**config.mk**
```make
export PLATFORM = sky130hd
export DESIGN_NAME = mem_stage_ctrl
export DESIGN_NICKNAME = d
export VERILOG_FILES = /design/src/rtl/mem_stage_ctrl.sv
export SDC_FILE = /design/constraint.sdc
export NUM_CORES = 1
export LEC_CHECK = 0
export BUFFER_PORTS_ARGS = -buffer_cell sky130_fd_sc_hd__buf_2
export CORE_MARGIN = 5
export CORE_UTILIZATION = 35
export CTS_CLUSTER_DIAMETER = 150
export DETAILED_ROUTE_END_ITERATION = 8
export PLACE_DENSITY = 0.55
export REMOVE_ABC_BUFFERS = 1
export SLEW_MARGIN = 5
export SYNTH_ARGS = -nofsm -noshare
export SYNTH_HDL_FRONTEND = slang
export SYNTH_SLANG_ARGS = --single-unit
```
**constraint.sdc**
```tcl
create_clock -name clk -period 2.1 [get_ports clk]
set_input_delay 0.105 -clock clk [delete_from_list [all_inputs] [get_ports clk]]
set_output_delay 0.105 -clock clk [all_outputs]
set_load 0.005 [all_outputs]
```
**src/rtl/mem_stage_ctrl.sv**
```systemverilog
// MM-stage data-memory access sequencer: req/ack handshake with timeout abort,
// MM->WB register enable/flush, upstream stall, sticky fault flag and stall counter.
module mem_stage_ctrl #(
    parameter int TIMEOUT = 16,
    parameter int TO_W    = 5
) (
    input  logic        clk,
    input  logic        reset,
    input  logic        valid_MM,
    input  logic        mem_acc_MM,
    input  logic        mem_rw_MM,
    input  logic        dmem_ack,
    input  logic        fault_clr,
    output logic        dmem_req,
    output logic        dmem_we,
    output logic        stall_pipe,
    output logic        mmwb_enable,
    output logic        mmwb_flush,
    output logic        mem_fault,
    output logic [31:0] stall_count,
    output logic [2:0]  state_o
);

    typedef enum logic [2:0] {
        S_IDLE  = 3'd0,
        S_REQ   = 3'd1,
        S_WAIT  = 3'd2,
        S_DONE  = 3'd3,
        S_ABORT = 3'd4
    } state_t;

    state_t            r_state;
    logic [TO_W-1:0]   r_timer;
    logic              r_we_q;
    logic              r_mem_fault;
    logic [31:0]       r_stall_count;

    logic w_go;
    logic w_req;
    logic w_we;
    logic w_stall;
    logic w_en;
    logic w_flush;

    assign w_go = valid_MM & mem_acc_MM;

    // Output decode; only the IDLE stall reacts combinationally to the incoming access.
    always_comb begin
        w_req   = 1'b0;
        w_we    = 1'b0;
        w_stall = 1'b0;
        w_en    = 1'b1;
        w_flush = 1'b0;
        case (r_state)
            S_IDLE: begin
                w_stall = w_go;
                w_en    = ~w_go;
            end
            S_REQ, S_WAIT: begin
                w_req   = 1'b1;
                w_we    = r_we_q;
                w_stall = 1'b1;
                w_en    = 1'b0;
            end
            S_DONE:  w_flush = 1'b0;
            S_ABORT: w_flush = 1'b1;
            default: w_flush = 1'b0;
        endcase
    end

    // Access sequencer; an ack in WAIT takes priority over the timeout.
    always_ff @(posedge clk or posedge reset) begin
        if (reset) begin
            r_state <= S_IDLE;
            r_timer <= '0;
            r_we_q  <= 1'b0;
        end else begin
            case (r_state)
                S_IDLE: begin
                    if (w_go) begin
                        r_we_q  <= mem_rw_MM;
                        r_state <= S_REQ;
                    end
                end
                S_REQ: begin
                    if (dmem_ack) begin
                        r_state <= S_DONE;
                    end else begin
                        r_timer <= TO_W'(1);
                        r_state <= S_WAIT;
                    end
                end
                S_WAIT: begin
                    if (dmem_ack) begin
                        r_state <= S_DONE;
                    end else if (r_timer == TO_W'(TIMEOUT - 1)) begin
                        r_state <= S_ABORT;
                    end else begin
                        r_timer <= r_timer + TO_W'(1);
                    end
                end
                S_DONE:  r_state <= S_IDLE;
                S_ABORT: r_state <= S_IDLE;
                default: r_state <= S_IDLE;
            endcase
        end
    end

    // Sticky timeout flag; setting beats a simultaneous clear.
    always_ff @(posedge clk or posedge reset) begin
        if (reset) begin
            r_mem_fault <= 1'b0;
        end else if (r_state == S_ABORT) begin
            r_mem_fault <= 1'b1;
        end else if (fault_clr) begin
            r_mem_fault <= 1'b0;
        end
    end

    // Saturating stall-cycle counter.
    always_ff @(posedge clk or posedge reset) begin
        if (reset) begin
            r_stall_count <= 32'd0;
        end else if (w_stall && (r_stall_count != 32'hFFFF_FFFF)) begin
            r_stall_count <= r_stall_count + 32'd1;
        end
    end

    assign dmem_req    = w_req;
    assign dmem_we     = w_we;
    assign stall_pipe  = w_stall;
    assign mmwb_enable = w_en;
    assign mmwb_flush  = w_flush;
    assign mem_fault   = r_mem_fault;
    assign stall_count = r_stall_count;
    assign state_o     = r_state;

endmodule
```
After elaboration in Yosys (flattened, before gate mapping)
Cells that the tools add are included.
{ "word_totals": {"in_bits": 7, "output_inout_bits": 41, "elab_cells": 43, "reg_bits": 42} }
{ "classes": {"n_mux": 16, "eq_ne": 10, "n_addsub": 2, "bitwise": 2, "reduce_logical": 8} }
{ "ops": {"columns": ["cell", "n"], "rows": [
  ["$add 32x1->32 const B", 1],
  ["$ne 32x32->1 const B", 1],
  ["$mux 5", 3],
  ["$pmux 5 s2", 1],
  ["$mux 3", 3],
  ["$pmux 3 s3", 1],
  ["$ne 2x2->1 const B", 4],
  ["$mux 1", 6],
  ["$add 5x1->5 const B", 1],
  ["$eq 5x4->1 const B", 1],
  ["$pmux 1 s2", 2],
  ["$reduce_and 2->1", 2],
  ["$reduce_and 4->1", 1],
  ["$reduce_bool 2->1", 2],
  ["$eq 3x1->1 const B", 1],
  ["$eq 3x2->1 const B", 1],
  ["$eq 3x3->1 const B", 1],
  ["$logic_not 3->1", 1],
  ["$ne 3x3->1 const B", 1],
  ["$reduce_or 2->1", 1],
  ["$and 1x1->1", 1],
  ["$logic_and 1x1->1", 1],
  ["$not 1->1", 1]
]} }

Logic depth before layout (Yosys ltp)
{ "logic_depth": {"word_depth": 4, "mapped_depth": 7, "depth_no_buf": 7} }

Worst setup path before layout
No wires, ideal clock.
{ "synth_timing": {"kind": "register to register", "start": "reg r_stall_count[0], in the netlist stall_count[0]", "end": "reg r_stall_count[12], in the netlist stall_count[12]", "required_ns": 1.977, "path_buffers": 1, "setup_ns": 0.123, "arrival_time_ns": 1.920, "path_stages_with_launch": 8, "slack_ns": 0.056, "period_less_slack_ns": 2.044, "cell_sequence": "dfrtp_1 ha_1 and4_1 buf_2 and2_1 and4bb_2 or3_4 xnor2_1"} }
{ "synth_via": {"elab_chain_cells": 2, "word_cells_on_any_way": 3, "cone_classes": "add/sub: 1; eq/ne: 1; reduce/logical: 1"} }
{ "synth_lines": {"columns": ["item", "line", "rtl"], "rows": [
  ["start: declaration", "36", "logic [31:0] r_stall_count;"],
  ["start signal: assignment", "125", "r_stall_count <= r_stall_count + 32'd1;"],
  ["branches (longest 2 deep; another with $add 32x1->32)", null, null]
]} }
Parallel ways; which one is timed is not known.
A chain may end at the register's enable or synchronous reset.

Final worst setup path
{ "layout_timing": {"start": "reg r_stall_count[1], in the netlist stall_count[1]", "end": "reg r_stall_count[12], in the netlist stall_count[12]"} }
The elaborated chain is that of the path after synthesis.

==> flow_summary.toml <==
[floorplan]
ios = 48
start_util = 0.363
coreArea_sq_um = 5990
die_area_sq_um = 7900
rows = 28
die_y_um = 88.9
die_w_um = 88.9

[yosys]
yosys_warnings = 0
yosys_most_used_dff = "dfrtp_1"
yosys.area.top_type_share = 0.483
synthesis.area_sq_um = 2180
synth.distinct_cells = 40
syn-mean-instance-area_sq_um = 9.94
synth_top_family_by_area = "simple AND/OR/NAND/NOR gates"
ys_seq_area_frac = 0.483
synth.largest_area_cell = "dfrtp_1"
synthMuxAreaShare = 0.0247
synth_seq_cells = 42
async_flop_share = 1.00
synth-simple-area-share = 0.262
synth_xor_area_frac = 0.113
yosys-top-cells-area = "dfrtp_1 (48%), xor2_1 (7.2%), xnor2_1 (4.0%)"
synth_edf_count = 0
synth-compound-area-share = 0.0747
synth-adder-area-share = 0.0172
synth_cells = 219

[worst_setup_path]
worstReg2RegEnd = "stall_count[12]$_DFFE_PP0P_"
required_ps = 2270
r2r_slack_ps = 140
arrival_ps = 2130
r2r_start = "stall_count[1]$_DFFE_PP0P_"
critPathKind = "reg -> reg"
path_max_fanout = 5
reg2reg_depth = 6
end_kind = "flip-flop"
crit_path_start_kind = "flip-flop"

[cells_and_area]
antenna_cells = 0
fin_area_sq_um = 2710
final_cell_mix = "buf_2 (47), dfrtp_1 (42), nand2_1 (20)"
ff_latch_area_sq_um = 1050
layout.nets = 299
area_growth_pct = 24.6
drive_gt1_frac = 0.294
layout.cells.non_filler = 364
n_fill_cell = 600
multiInputGateArea_sq_um = 1070
final_common_cell = "buf_2"

[global_route]
grt_usage = 0.142
grt_pass1_vias = 1867
overflow = 0
antenna_found_initial = 0
grt_max_degree = 19
grt_pass1_wl_mm = 8.70

[placement]
place_hpwl_mm = 3.99
place_congestion = 0.770
io_buffers = 47
dp_cells = 356
postPlaceCellArea_sq_um = 2630

[worst_hold_path]
hp-class = "in -> reg"
min_from = "mem_rw_MM"
hold_depth = 2
min_to = "r_we_q$_DFFE_PP0P_"

[drt]
drtIter0Drc = 73
dr_total_vias = 1828
detail-route-antenna-nets = 0
via_per_inst = 5.02
drtPass1Iterations = 4
wl_per_cell_um = 14.0
drc_errors = 0
postRouteWirelength_mm = 5.10

[clock_network]
clk-insertion-delay-late_ps = 290
clock_path_buffers = 2
cts_resized = 0
cts_root_buf = "clkbuf_8"
path_clk_slew_ps = 80
numCtsBuffers = 5
cts.sinks = 42
htreeDepth = 2
cts_tree = "yes"

[power]
irDropWorstVdd_uv = 390
pwr-share-clk = 0.199
power.leakage_nw = 1.40
switching_share = 0.353
powerDensity_nw_per_um2 = 912
seqPwrFrac = 0.439
power.total_w = 0.00247
p_int_w = 0.00160
p_sw_w = 0.000873
combinationalPowerShare = 0.362

[run_status]
status = "finished clean"

[sta]
finalClockSkew_ps = 7.10
finalSetupTns_ps = 0
slew_headroom = 0.551
maxSlewViolCount = 0
max_slew.worst_pin.slew_ps = 673
hold_slack_ps = 41.0
hold_viol = 0
fin_crit_sh = 0.931
rsz0062_at_grt = "no"
fmax_ghz = 0.511
setup_violations = 0
fin_crit_ps = 1960

[job]
drv_cap = 0
## worst max-delay path: stages, from the launching register on
cell	delay (ps)
dfrtp_1	420
ha_1	230
and4_1	230
and2_1	180
and4bb_2	270
or3_4	390
xnor2_1	120
## per-stage QoR
step / worst slack, ps / util
2_1_floorplan: 102 / -
3_3_place_gp: 169 / 0.438
3_5_place_dp: 151 / 0.438
4_1_cts: 137 / 0.453
5_1_grt: 18.9 / 0.453
6_report: 144 / 0.453
## flip-flops by register name, summed over array words and instances, names as in the netlist
signal	flops
r_we_q	1
r_timer	5
state_o	3
stall_count	32
mem_fault	1
## worst max-delay path by stage
stage	slack, ps	start	cells past startpoint	to
after floorplan	100	stall_count[0]$_DFFE_PP0P_	6	stall_count[12]$_DFFE_PP0P_
after global placement	170	stall_count[22]$_DFFE_PP0P_	5	stall_count[29]$_DFFE_PP0P_
after detailed placement	150	stall_count[6]$_DFFE_PP0P_	5	stall_count[24]$_DFFE_PP0P_
after CTS	140	stall_count[22]$_DFFE_PP0P_	5	stall_count[31]$_DFFE_PP0P_
after global routing	20	stall_count[6]$_DFFE_PP0P_	5	stall_count[24]$_DFFE_PP0P_
final	140	stall_count[1]$_DFFE_PP0P_	6	stall_count[12]$_DFFE_PP0P_
## power groups by stage
stage / Combinational (W) / Clock, W / Sequential, W
final: 0.000895 / 0.000492 / 0.00109
after global routing: 0.00101 / 0.000552 / 0.00111
after floorplan: 0.000490 / 0 / 0.00112
after CTS: 0.000913 / 0.000514 / 0.00109
after detailed placement: 0.000905 / 0 / 0.00110
after global placement: 0.000891 / 0 / 0.00109
## cell type report
type,count,area share
Inverter,11,0.0152
Tap cell,75,0.0346
Sequential cell,42,0.387
Multi-Input combinational cell,163,0.394
Clock buffer,7,0.0281
Timing Repair Buffer,66,0.140
## synthesized netlist by cell type, types with 2 or more instances
cell type,n
or4_4,2
xor2_1,18
nor2_1,17
a21oi_1,9
o21ai_0,4
mux2i_1,2
a31oi_1,2
nand4_1,12
ha_1,3
nand2_1,20
or2_2,2
mux2_2,3
nand3_1,11
dfrtp_1,42
xnor2_1,10
inv_1,10
and2_1,4
nor2b_1,2
nor4_1,8
nor3_1,13
buf_2,3
and3_1,4
## per-layer routing
| layer | wire length (um) | up-vias | track usage |
|---|---|---|---|
| met3 | 171 | 5 | 0.0345 |
| met2 | 2450 | 30 | 0.240 |
| li1 | - | 913 | - |
| met4 | 59 | 0 | 0.0385 |
| met1 | 2410 | 880 | 0.181 |
| met5 | 0 | - | 0 |
## logic make-up after synthesis
kind of cell | after synthesis
mux | 5
compound gates | 24
simple gates | 103
fa+ha+maj | 3
xor+xnor | 28
buf+inv | 14
flops | 42
## repair_timing
action / 4_1_cts / 5_1_grt
endpoints found under the hold margin: 16 / 0
hold buffers: 1 / 0
setup buffers: 0 / 0
Power figures use the tool's default switching activity.
